**src/rtl/add_sub_norm_stage.sv**
```systemverilog
// rtl/add_sub_norm_stage.sv - post-add normalisation stage: shift, exponent adjust, IEEE-754 single pack
//
// Two-stage valid/ready pipeline sitting after the leading-one detector of the
// add/sub datapath. Stage 1 registers the beat and classifies it
// (CARRY / ZERO / SHIFT). Stage 2 shifts the mantissa, adjusts the exponent and
// registers the packed result together with its overflow/underflow flags.
//
// Optional feature macro: ADD_SUB_NORM_SATURATE_EN
//   defined   : overflow packs the largest finite magnitude {sign, 8'hFE, 23'h7FFFFF}
//   undefined : overflow packs signed infinity {sign, 8'hFF, 23'h0}
//
// Ports
//   i_clk, i_rst_n   clock (rising edge), asynchronous active-low reset
//   i_valid/o_ready  upstream handshake
//   i_sign           result sign
//   i_exp            larger-operand biased exponent
//   i_mant           raw mantissa sum (bit24 carry-out, bit23 hidden-bit position)
//   i_one_position   leading zeros counted from bit23 (0..23), 31 when all zero
//   i_zero_flag      i_mant[23:0] == 0
//   o_valid/i_ready  downstream handshake
//   o_data           packed single {sign, exp, frac}
//   o_overflow       result exponent saturated at the top (qualified by o_valid)
//   o_underflow      result flushed to signed zero (qualified by o_valid)

module add_sub_norm_stage #(
    parameter int SIZE_MANT = 25,
    parameter int SIZE_EXP  = 8,
    parameter int SIZE_LOPD = 5
) (
    input  logic                          i_clk,
    input  logic                          i_rst_n,
    input  logic                          i_valid,
    output logic                          o_ready,
    input  logic                          i_sign,
    input  logic [SIZE_EXP-1:0]           i_exp,
    input  logic [SIZE_MANT-1:0]          i_mant,
    input  logic [SIZE_LOPD-1:0]          i_one_position,
    input  logic                          i_zero_flag,
    output logic                          o_valid,
    input  logic                          i_ready,
    output logic [SIZE_EXP+SIZE_MANT-2:0] o_data,
    output logic                          o_overflow,
    output logic                          o_underflow
);

    localparam int FRAC_W = SIZE_MANT - 2;
    localparam int DATA_W = SIZE_EXP + SIZE_MANT - 1;

    localparam logic [SIZE_LOPD-1:0] LZ_MAX  = SIZE_LOPD'(SIZE_MANT - 2);
    localparam logic [SIZE_EXP:0]    EXP_TOP = {1'b0, {SIZE_EXP{1'b1}}};

    typedef enum logic [1:0] {
        CASE_SHIFT = 2'd0,
        CASE_CARRY = 2'd1,
        CASE_ZERO  = 2'd2
    } norm_case_t;

    // ------------------------------------------------------------------
    // Handshake
    // ------------------------------------------------------------------
    logic s1_valid;
    logic s2_free;
    logic accept;

    assign s2_free = ~o_valid | i_ready;
    assign o_ready = ~s1_valid | s2_free;
    assign accept  = i_valid & o_ready;

    // ------------------------------------------------------------------
    // Stage 1: register + classify
    // ------------------------------------------------------------------
    norm_case_t            s1_case;
    logic                  s1_sign;
    logic [SIZE_EXP-1:0]   s1_exp;
    logic [SIZE_MANT-2:0]  s1_mant;    // carry bit is folded into s1_case
    logic [SIZE_LOPD-1:0]  s1_lz;
    norm_case_t            in_case;

    always_comb begin
        in_case = CASE_SHIFT;
        if (i_mant[SIZE_MANT-1]) begin
            in_case = CASE_CARRY;
        end else if (i_zero_flag || (i_one_position > LZ_MAX)) begin
            // Detector codes above the mantissa width (24..30) are treated as zero too.
            in_case = CASE_ZERO;
        end
    end

    always_ff @(posedge i_clk or negedge i_rst_n) begin
        if (!i_rst_n) begin
            s1_valid <= 1'b0;
            s1_case  <= CASE_SHIFT;
            s1_sign  <= 1'b0;
            s1_exp   <= '0;
            s1_mant  <= '0;
            s1_lz    <= '0;
        end else if (o_ready) begin
            // o_ready means stage 1 is empty or is moving into stage 2 this cycle.
            s1_valid <= i_valid;
            if (accept) begin
                s1_case <= in_case;
                s1_sign <= i_sign;
                s1_exp  <= i_exp;
                s1_mant <= i_mant[SIZE_MANT-2:0];
                s1_lz   <= i_one_position;
            end
        end
    end

    // ------------------------------------------------------------------
    // Stage 2: shift + pack
    // ------------------------------------------------------------------
    logic [SIZE_EXP:0]   exp_inc;
    logic [SIZE_EXP-1:0] lz_ext;
    logic [SIZE_EXP-1:0] exp_dec;
    logic [FRAC_W-1:0]   frac_shl;
    logic [DATA_W-1:0]   ovf_word;
    logic [DATA_W-1:0]   n_data;
    logic                n_ovf;
    logic                n_unf;

    assign exp_inc  = {1'b0, s1_exp} + 1'b1;
    assign lz_ext   = {{(SIZE_EXP-SIZE_LOPD){1'b0}}, s1_lz};
    assign exp_dec  = s1_exp - lz_ext;
    // Only the fraction bits survive packing, so the shift is done at fraction width.
    assign frac_shl = s1_mant[FRAC_W-1:0] << s1_lz;

`ifdef ADD_SUB_NORM_SATURATE_EN
    assign ovf_word = {s1_sign, {(SIZE_EXP-1){1'b1}}, 1'b0, {FRAC_W{1'b1}}};
`else
    assign ovf_word = {s1_sign, {SIZE_EXP{1'b1}}, {FRAC_W{1'b0}}};
`endif

    always_comb begin
        n_data = '0;
        n_ovf  = 1'b0;
        n_unf  = 1'b0;
        unique case (s1_case)
            CASE_CARRY: begin
                if (exp_inc >= EXP_TOP) begin
                    n_data = ovf_word;
                    n_ovf  = 1'b1;
                end else begin
                    // Right shift by one: bit23 becomes the hidden bit, bit0 is truncated.
                    n_data = {s1_sign, exp_inc[SIZE_EXP-1:0], s1_mant[FRAC_W:1]};
                end
            end
            CASE_SHIFT: begin
                if (s1_exp > lz_ext) begin
                    n_data = {s1_sign, exp_dec, frac_shl};
                end else begin
                    // Would need a denormal; flush to signed zero instead.
                    n_data = {s1_sign, {(DATA_W-1){1'b0}}};
                    n_unf  = 1'b1;
                end
            end
            default: begin
                n_data = '0;
            end
        endcase
    end

    always_ff @(posedge i_clk or negedge i_rst_n) begin
        if (!i_rst_n) begin
            o_valid     <= 1'b0;
            o_data      <= '0;
            o_overflow  <= 1'b0;
            o_underflow <= 1'b0;
        end else if (s2_free) begin
            o_valid <= s1_valid;
            if (s1_valid) begin
                o_data      <= n_data;
                o_overflow  <= n_ovf;
                o_underflow <= n_unf;
            end
        end
    end

endmodule

```
**config.mk**
```make
export PLATFORM = sky130hd
export DESIGN_NAME = add_sub_norm_stage
export DESIGN_NICKNAME = d
export VERILOG_FILES = /design/src/rtl/add_sub_norm_stage.sv
export SDC_FILE = /design/constraint.sdc
export NUM_CORES = 1
export LEC_CHECK = 0
export BUFFER_PORTS_ARGS = -buffer_cell sky130_fd_sc_hd__clkbuf_2
export CAP_MARGIN = 30
export CORE_UTILIZATION = 50
export CTS_BUF_LIST = sky130_fd_sc_hd__clkbuf_8
export DETAILED_ROUTE_END_ITERATION = 12
export GPL_TIMING_DRIVEN = 1
export MAX_ROUTING_LAYER = met4
export PLACE_DENSITY = 0.71
export SLEW_MARGIN = 5
export SYNTH_ARGS = -nofsm -noshare
export SYNTH_HDL_FRONTEND = slang
export SYNTH_SLANG_ARGS = --single-unit
```
**constraint.sdc**
```tcl
create_clock -name i_clk -period 4.1 [get_ports i_clk]
set_input_delay 0.41 -clock i_clk [delete_from_list [all_inputs] [get_ports i_clk]]
set_output_delay 0.41 -clock i_clk [all_outputs]
set_load 0.005 [all_outputs]
```
---- After elaboration in Yosys (flattened, before gate mapping) ----
Index checks and enable logic that the tools add are counted.
storage, ports and cells
  register bits ........................... 76
  word-level logic and storage cells ...... 35
  output and inout bits ................... 36
  bits of input ports ..................... 44
cells by class
  equality and inequality tests ........... 1
  $add $sub $neg .......................... 2
  order comparisons ....................... 3
  reductions and logical operators ........ 4
  shifts and indexed selects .............. 1
  multiplexer cells ....................... 9
  bitwise gates (word level) .............. 5
operators with widths
  cell                 number
  $pmux 32 s2          1
  $mux 31              2
  $shl 23x5->23        1
  $add 8x1->9 const B  1
  $ge 9x8->1 const B   1
  $gt 8x5->1           1
  $sub 8x5->8          1
  $gt 5x5->1 const B   1
  $mux 1               4
  $mux 2               2
  $reduce_and 2->1     2
  $eq 2x1->1 const B   1
  $logic_not 2->1      1
  $not 1->1            2
  $or 1x1->1           2
  $and 1x1->1          1
  $logic_or 1x1->1     1

---- Depth between registers and ports, before layout ----
Gate-level depths: netlist of the first run.
  word-level depth ........................ 5
  gate-level depth with buffers ........... 11
  mapped depth without buffers ............ 9

---- Worst setup path after synthesis of the first run ----
Ideal clock, no wire load.
  kind .................................... register to register
  from .................................... register s1_lz[2]
  to ...................................... register o_data[21]
  library setup time ...................... 124 ps
  path buffers ............................ 3
  clock period less this slack ............ 2781 ps
  setup slack ............................. 1319 ps
  required time ........................... 3976 ps
  stages on the path, launching flop included .. 12
  data arrival time ....................... 2657 ps
  cell sequence ........................... dfrtp_1 -> clkbuf_1 -> inv_1 -> buf_1 -> ha_1 -> nand4b_1 -> or4_1 -> o211a_2 -> nand2_1 -> buf_2 -> a32oi_1 -> a211o_1
on the way
  longest elaborated chain between the ends .. 3
  elaborated cells between the ends (all ways) .. 4
  those cells by class .................... order compare (1); shift (1); mux (2)
RTL lines
  element                                      line      RTL
  from (decl)                                  76        logic [SIZE_LOPD-1:0] s1_lz;
  from (signal assigned)                       105       s1_lz <= i_one_position;
  $gt 8x5->1 or $shl 23x5->23 (tied branches)  149, 126
  $mux 31 *                                    149       if (s1_exp > lz_ext) begin
  $pmux 32 s2 *                                138       unique case (s1_case)
  to (signal assigned)                         172       o_data <= n_data;
  to (decl)                                    41        output logic [SIZE_EXP+SIZE_MANT-2:0] o_data,
Every way passes the cells marked *; elsewhere a longest branch is shown, timed or not.
A chain may end at the register's enable or synchronous reset.

---- Worst setup path in the final report of the first run ----
  from .................................... register s1_exp[0]
  to ...................................... register o_data[15]
on the way
  longest elaborated chain between the ends .. 4
  elaborated cells between the ends (all ways) .. 6
  those cells by class .................... add/sub (1); order compare (2); mux (3)
RTL lines
  element                 line  RTL
  from (decl)             74    logic [SIZE_EXP-1:0] s1_exp;
  from (signal assigned)  103   s1_exp <= i_exp;
  $add 8x1->9             122   assign exp_inc = {1'b0, s1_exp} + 1'b1;
  $ge 9x8->1              140   if (exp_inc >= EXP_TOP) begin
  $mux 31                 140
  $pmux 32 s2 *           138
Marked as above.

==> flow_summary_export.csv, run 1 <==
group,metric,value,unit
critical_path,criticalPathCategory,"register to register",
floorplan,die_h,98.04,um
synth,syn_nets,483,
floorplan,dieWidth,98.04,um
synth,syn_area,4612,um^2
critical_path,cp_max_fo,18,
floorplan,core-area,8806,um^2
placed_design,placed_cells,593,
hold_path,min_from,"i_mant[24]",
timing,hold_violations,0,
route,dr.pass1.iters,9,
timing,drv_slew,0,
synth,synthCells,431,
synth,syn_area_per_cell,10.70,um^2
timing,fmax,312.8,MHz
critical_path,crit_start,"s1_exp[0]",
synth,synthDistinctLibCells,60,
route,drt_iter0_markers,247,
synth,yosysWarnings,0,
timing,slew_headroom,0.5796,
route,ant_nets,0,
pwr,powerDensity,493.2,nW/um^2
placed_design,dp_hpwl,8405,um
floorplan,io_pins,80,
global_routing,antenna_found_initial,0,
timing,worst_clock_skew,0.009269,ns
pwr,peakVddDrop,0.2645,mV
layout,fin_util,0.6002,
synth,synth-xor-area-share,0.01899,
synth,ys_seq_elements,76,
synth,synth_area_leaders,"dfrtp_1 (41%), mux2_2 (10%), mux4_2 (5.4%)",
layout,mostFrequentLayoutCell,"clkbuf_2",
global_routing,grt_pass1_wl,19280,um
synth,netlist.area_leader.share,0.4124,
synth,synthSimpleGateAreaFrac,0.1153,
synth,yosys.area.top_type,"dfrtp_1",
clocking,clockBufferDepth,2,
synth,synthMuxAreaShare,0.2211,
clocking,cts.repair.resized,0,
critical_path,crit_family,"compound AO/OA/AOI/OAI gates",
job,maxCapViolations,0,
critical_path,path_buf_inv,2,
floorplan,initial_core_util,0.5237,
global_routing,grt_overflow,0,
clocking,worstSkewPairLatency,0.36,ns
clocking,clk_pin_slew,0.08,ns
layout,diodes,0,
synth,synth-adder-area-share,0.02333,
synth,ys_seq_area_frac,0.4124,
critical_path,cp.required,4.39,ns
synth,synth_edf_count,0,
timing,setup_viol,0,
critical_path,r2r_start,"s1_exp[0]",
floorplan,core.rowCount,34,
layout,fin_nets,550,
timing,layout_min_cycle_time,3.197,ns
timing,fin_crit_sh,0.7797,
route,wl,11930,um
critical_path,end_kind,"register",
route,vias_per_cell,6.282,
timing,fin_tns_setup,0,ns
clocking,cts_tree,"done",
placed_design,pre_cts_ws,1.014,ns
hold_path,hold_class,"primary input to register",
global_routing,grt_pass1_vias,3817,
clocking,htreeDepth,3,
route,vias,3838,
timing,tightest_slew,0.6291,ns
timing,setup_ws,0.9032,ns
route,wl_per_cell,19.53,um
outcome,status,"finished with violations",
critical_path,crit_chain,"inv_1 > ha_1 > fa_1 > nor2b_1 > o31a_1 > o211a_2 > nand2_1 > buf_4 > a2111oi_0 > a221o_1",
global_routing,grt_start_max_net_pins,77,
critical_path,arrival,3.49,ns
timing,whs,0.2487,ns
clocking,cts-root-buf,"clkbuf_8",
layout,mostFrequentLayoutCells,"clkbuf_2 (78), dfrtp_1 (76), mux2_2 (41)",
placed_design,portBuffers,79,
critical_path,cpPeakStageDelay,0.47,ns
outcome,violations,"DRC",
critical_path,rrSetupSlack,0.90,ns
synth,async_flop_share,1.000,
pwr,leakagePower,0.002391,uW
route,drc,7,
timing,rsz0062_at_grt,"false",
clocking,clock_sinks,76,
synth,ys.flop_type,"dfrtp_1",
placed_design,routabilityCongestion,0.9248,
global_routing,grtUsageTotal,0.2656,
critical_path,critical-path-slowest-cell,"dfrtp_1",
synth,synth_compound_area_frac,0.1614,
layout,drive_gt1_frac,0.3260,
clocking,cts_buffers,9,
critical_path,worst_setup_path_start_kind,"register",
floorplan,die_area,9612,um^2
layout,stdcell_count,611,
synth,synth_top_family_by_area,"multiplexers",
layout,syn_to_final_growth,14.60,%
## final cells by class
cell class	instances	area (um^2)
Inverter	10	37.54
Clock buffer	9	123.9
Timing Repair Buffer	90	503.0
Tap cell	108	135.1
Fill cell	752	3521
Multi-Input combinational cell	311	2491
Clock inverter	7	92.59
Sequential cell	76	1902
## metal layers
metal | part of all wire | wire length, um | global-route usage | vias to the layer above
met1 | 0.44 | 5264 | 0.3438 | 1890
met2 | 0.48 | 5724 | 0.4160 | 166
met5 | 0 | 0 | - | -
li1 | - | - | - | 1760
met4 | 0.021 | 253 | 0.1131 | 0
met3 | 0.058 | 688 | 0.04080 | 22
## worst paths after layout
check                               to  depth (start not counted)
hold / removal              s1_case[1]                          2
setup / recovery            o_data[15]                         10
setup reg to reg            o_data[15]                         10
min in group asynchronous  s1_mant[17]                          2
hold reg to reg             o_overflow                          1
max in group asynchronous   o_data[24]                          3
## cells in the mapped netlist, drive strengths merged (3+ instances only)
| library cell | number |
|---|---|
| a2111oi | 5 |
| a211o | 4 |
| a211oi | 7 |
| a21oi | 27 |
| a221o | 21 |
| a31oi | 5 |
| buf | 21 |
| clkbuf | 13 |
| dfrtp | 76 |
| ha | 7 |
| inv | 9 |
| mux2 | 51 |
| mux2i | 19 |
| mux4 | 11 |
| nand2 | 37 |
| nand2b | 4 |
| nand3 | 3 |
| nand4 | 3 |
| nor2 | 27 |
| nor2b | 4 |
| nor3 | 11 |
| o21ai | 16 |
| xnor2 | 7 |
| xor2 | 3 |
## kinds of logic after synthesis
family / Yosys count
AOI/OAI and AO/OA: 104
buffers and inverters: 44
muxes: 81
xor gates and xnor gates: 10
DFF: 76
and+or+nand+nor: 108
adders and majority gates: 8
## sequential cells by signal, indices dropped and copies added (netlist names)
| signal | flops |
|---|---|
| o_data | 32 |
| o_overflow | 1 |
| o_underflow | 1 |
| o_valid | 1 |
| s1_case | 2 |
| s1_exp | 8 |
| s1_lz | 5 |
| s1_mant | 24 |
| s1_sign | 1 |
| s1_valid | 1 |
## report_power, final
group          leakage (uW)  switching (uW)  total [uW]  internal (uW)
clock network      0.000107             291         631            340
logic               0.00135             476         923            447
registers          0.000930             150        1050            901
total               0.00239             918        2610           1690
## through the flow
| stage | cell area [um^2] | total power, uW |
|---|---|---|
| 2_1_floorplan | 4612 | 1668 |
| 3_3_place_gp | 5031 | 1955 |
| 3_5_place_dp | 5031 | 1974 |
| 4_1_cts | 5248 | 2610 |
| 5_1_grt | 5285 | 2751 |
| 6_report | 5285 | 2606 |
## what timing repair did
item / 4_1_cts / 5_1_grt
setup endpoints to repair: 0 / 0
hold buffers: 0 / 1
setup buffers: 0 / 0
endpoints found under the hold margin: 0 / 2
## worst reg2reg max path: stages, from the launching register on
cell and delay (ns):
dfrtp_1 0.47, inv_1 0.10, ha_1 0.25, fa_1 0.41, nor2b_1 0.16, o31a_1 0.19, o211a_2 0.26, nand2_1 0.39
buf_4 0.33, a2111oi_0 0.39, a221o_1 0.19
No activity file was read; power rests on OpenSTA's default activity.
==> inputs of run 2 (changes only) <==
ABC_AREA = 1   (was unset)
PLACE_DENSITY = 0.74   (was 0.71)
clock period = 2.9 ns   (was 4.1 ns; I/O delays follow)
==> run 2 against run 1 <==
  * The flow now finishes without violations
  * Synthesized area up 3.6%
  * Routed wire length up 20%
  * Clock skew up 0.0074 ns
  * Sequential share of layout area down 1.3 points
  * Combinational power up 60%
  * Clock power up 22%
  * Clock-buffer cell count up 2
  * Register-to-register slack worse by 0.35 ns
  * Power up 46%
  * Global-route usage up 4.4 points
  * Synthesized cell count up 62%
  * Via count up 31%
  * Largest power group unchanged
==> flow_summary_export.csv, run 2 <==
group,metric,value,unit
layout,largest_reg_flops,32,
global_routing,grtUsageTotal,0.3093,
layout,largestRegisters,"o_data: 32 flops, s1_mant: 24 flops, s1_exp: 8 flops",
synth,ys.flop_type,"dfrtp_1",
critical_path,crit_chain,"inv_1 > ha_1 > fa_1 > inv_1 > nand2_1 > nand2_1 > nand2_1 > nand2_2 > nand3_2 > inv_2 > nand4_1 > o21ai_1 > nand2_1 > nand2_1",
timing,tightest_slew,0.5527,ns
timing,slew_headroom,0.6302,
synth,synthCells,699,
synth,yosys.area.top_type,"dfrtp_1",
timing,drv_slew,0,
placed_design,dp_hpwl,10780,um
global_routing,grt_overflow,0,
outcome,status,"completed",
critical_path,cpMostUsedCell,"nand2_1",
pwr,peakVddDrop,0.2968,mV
clocking,cts_tree,"done",
critical_path,cp.required,3.19,ns
synth,synth_common_cells,"nand2_1 (283), nand3_1 (103), dfrtp_1 (76)",
pwr,switchingPower,1579,uW
clocking,cts-root-buf,"clkbuf_8",
synth,ys_seq_area_frac,0.3979,
synth,async_flop_share,1.000,
critical_path,rrSetupSlack,0.55,ns
critical_path,r2r_cells,14,
synth,synth_edf_count,0,
floorplan,die_h,99.77,um
clocking,htreeDepth,3,
clocking,clock_sinks,76,
route,vias,5027,
pwr,power_frac_comb,0.391,
critical_path,end_kind,"register",
pwr,power_frac_seq,0.407,
timing,layout_min_cycle_time,2.348,ns
critical_path,critical-path-slowest-cell,"dfrtp_1",
clocking,clk_pin_slew,0.09,ns
timing,rsz0062_at_grt,"false",
synth,syn_nets,751,
critical_path,worst_setup_path_start_kind,"register",
global_routing,grt_pass1_wl,23320,um
job,maxCapViolations,0,
clocking,cts_buffers,9,
synth,synthDistinctLibCells,35,
layout,mostFrequentLayoutCell,"nand2_1",
pwr,leakagePower,0.002906,uW
global_routing,groute.layer.met1.usage,0.4737,
layout,diodes,0,
timing,worst_clock_skew,0.01667,ns
timing,fin_tns_setup,0,ns
critical_path,cpPeakStageDelay,0.47,ns
route,ant_nets,0,
pwr,p_int,2221,uW
critical_path,crit_start,"s1_exp[0]",
global_routing,antenna_found_initial,0,
clocking,worstSkewPairLatency,0.36,ns
layout,syn_to_final_growth,14.63,%
layout,fin_nets,821,
synth,synth_area_leaders,"dfrtp_1 (40%), nand2_1 (22%), nand3_1 (11%)",
route,drc,0,
timing,hold_violations,0,
timing,setup_viol,0,
critical_path,criticalPathCategory,"register to register",
critical_path,arrival,2.64,ns
route,wl_per_cell,15.90,um
layout,fillCellCount,905,
critical_path,cp_max_fo,9,
critical_path,r2r_start,"s1_exp[0]",
clocking,clockBufferDepth,2,
layout,mostFrequentLayoutCells,"nand2_1 (283), nand3_1 (103), clkbuf_2 (78)",
route,wl,14360,um
timing,setup_ws,0.5519,ns
synth,netlist.area_leader.share,0.3979,
critical_path,path_buf_inv,3,
layout,drive_gt1_frac,0.1680,
synth,ys_seq_elements,76,
layout,regMostFlops,"o_data",
global_routing,grtUsageMet2,0.4159,
global_routing,met3_usage,0.05432,
layout,stdcell_count,903,
placed_design,routabilityCongestion,0.9253,
floorplan,die_area,9954,um^2
placed_design,portBuffers,79,
synth,syn_area,4780,um^2
route,vias_per_cell,5.567,
timing,fmax,425.9,MHz
critical_path,path_depth,14,
critical_path,crit_end,"o_data[16]",
pwr,powerDensity,693.6,nW/um^2
pwr,clkPwrFrac,0.202,
synth,yosysWarnings,0,
route,dr.pass1.iters,5,
synth,yosysMostFrequentCell,"nand2_1",
pwr,switching_share,0.4155,
global_routing,top_usage_layer,"met1",
route,drt_iter0_markers,424,
hold_path,hold_class,"primary input to register",
timing,fin_crit_sh,0.8097,
floorplan,io_pins,80,
placed_design,pre_cts_ws,0.6087,ns
global_routing,grt_pass1_vias,4529,
floorplan,core.rowCount,35,
floorplan,initial_core_util,0.5173,
critical_path,crit_family,"simple AND/OR/NAND/NOR gates",
floorplan,core-area,9240,um^2
critical_path,r2r_end,"o_data[16]",
placed_design,placed_cells,885,
synth,syn_area_per_cell,6.838,um^2
global_routing,grt_start_max_net_pins,77,
clocking,postCtsSetupBuffers,0,
floorplan,dieWidth,99.77,um
-- run 2: cell types whose count changed after synthesis, moves of 14 or more --
cell	before	now
nand3_1	3	103
mux2_2	41	0
a221o_1	21	0
inv_1	7	22
nor2_1	27	41
nand4_1	3	31
nand2_1	37	283
mux2i_1	19	0
o21ai_0	10	25
-- run 2: repair_timing --
action	CTS	global route
hold buffers	0	1
endpoints found under the hold margin	0	29
resized for setup	0	0
-- run 2: stage by stage --
step	area (um^2)	total power (uW)	hold WS, ns	util
5_1_grt	5479	4077	0.1216	0.5930
3_3_place_gp	5254	3007	0.4644	0.5686
6_report	5479	3800	0.1125	0.5930
2_1_floorplan	4780	2463	-0.005591	-
4_1_cts	5441	3780	0.1171	0.5889
3_5_place_dp	5254	3011	0.4653	0.5686
-- run 2: kinds of logic (layout without fill, tap and decap cells) --
group / after synthesis / count (layout) / synth area share
AO/OA/AOI/OAI: 67 / 67 / 0.07513
XOR/XNOR: 3 / 3 / 0.005498
adder cells (fa/ha/maj): 8 / 8 / 0.02251
buffers and inverters: 68 / 143 / 0.06414
flip-flops: 76 / 76 / 0.3979
AND/OR/NAND/NOR: 477 / 477 / 0.4348
-- run 2: worst register-to-register path: cells and delay by family (launching register included) --
kind	cells	cell delay [ns]
compound gates	1	0.12
fa+ha+maj	2	0.65
buf+inv	3	0.37
flops	1	0.47
simple gates	8	0.67
-- run 2: power groups by stage --
| stage | Combinational (uW) | Sequential (uW) | Clock, uW |
|---|---|---|---|
| floorplan | 969 | 1490 | 0 |
| global placement | 1460 | 1550 | 0 |
| detailed placement | 1450 | 1560 | 0 |
| CTS | 1460 | 1540 | 778 |
| global route | 1680 | 1570 | 828 |
| finish | 1480 | 1550 | 768 |
-- run 2: worst min-delay path by stage --
stage,start,end,slack [ns],cells past startpoint
6_report,i_mant[3],s1_mant[3],0.11,3
5_1_grt,i_mant[10],s1_mant[10],0.12,3
4_1_cts,i_rst_n,o_overflow,0.12,1
3_5_place_dp,o_data[10],o_data[10],0.47,2
3_3_place_gp,o_data[18],o_data[18],0.46,2
2_1_floorplan,i_rst_n,o_data[0],-0.006,0
-- run 2: final cells by class --
cell class	instances	area [um^2]	share of cell area
Multi-Input combinational cell	555	2571	0.4693
Sequential cell	76	1902	0.3471
Timing Repair Buffer	94	533.0	0.09728
Tap cell	129	161.4	0.02946
Clock buffer	11	151.4	0.02763
Inverter	33	123.9	0.02261
Clock inverter	5	36.28	0.006623
-- run 2: layer usage --
metal	wire length (um)	vias to the layer above
met5	0	-
met4	301	0
met3	1392	37
li1	-	2443
met1	6875	2268
met2	5792	279
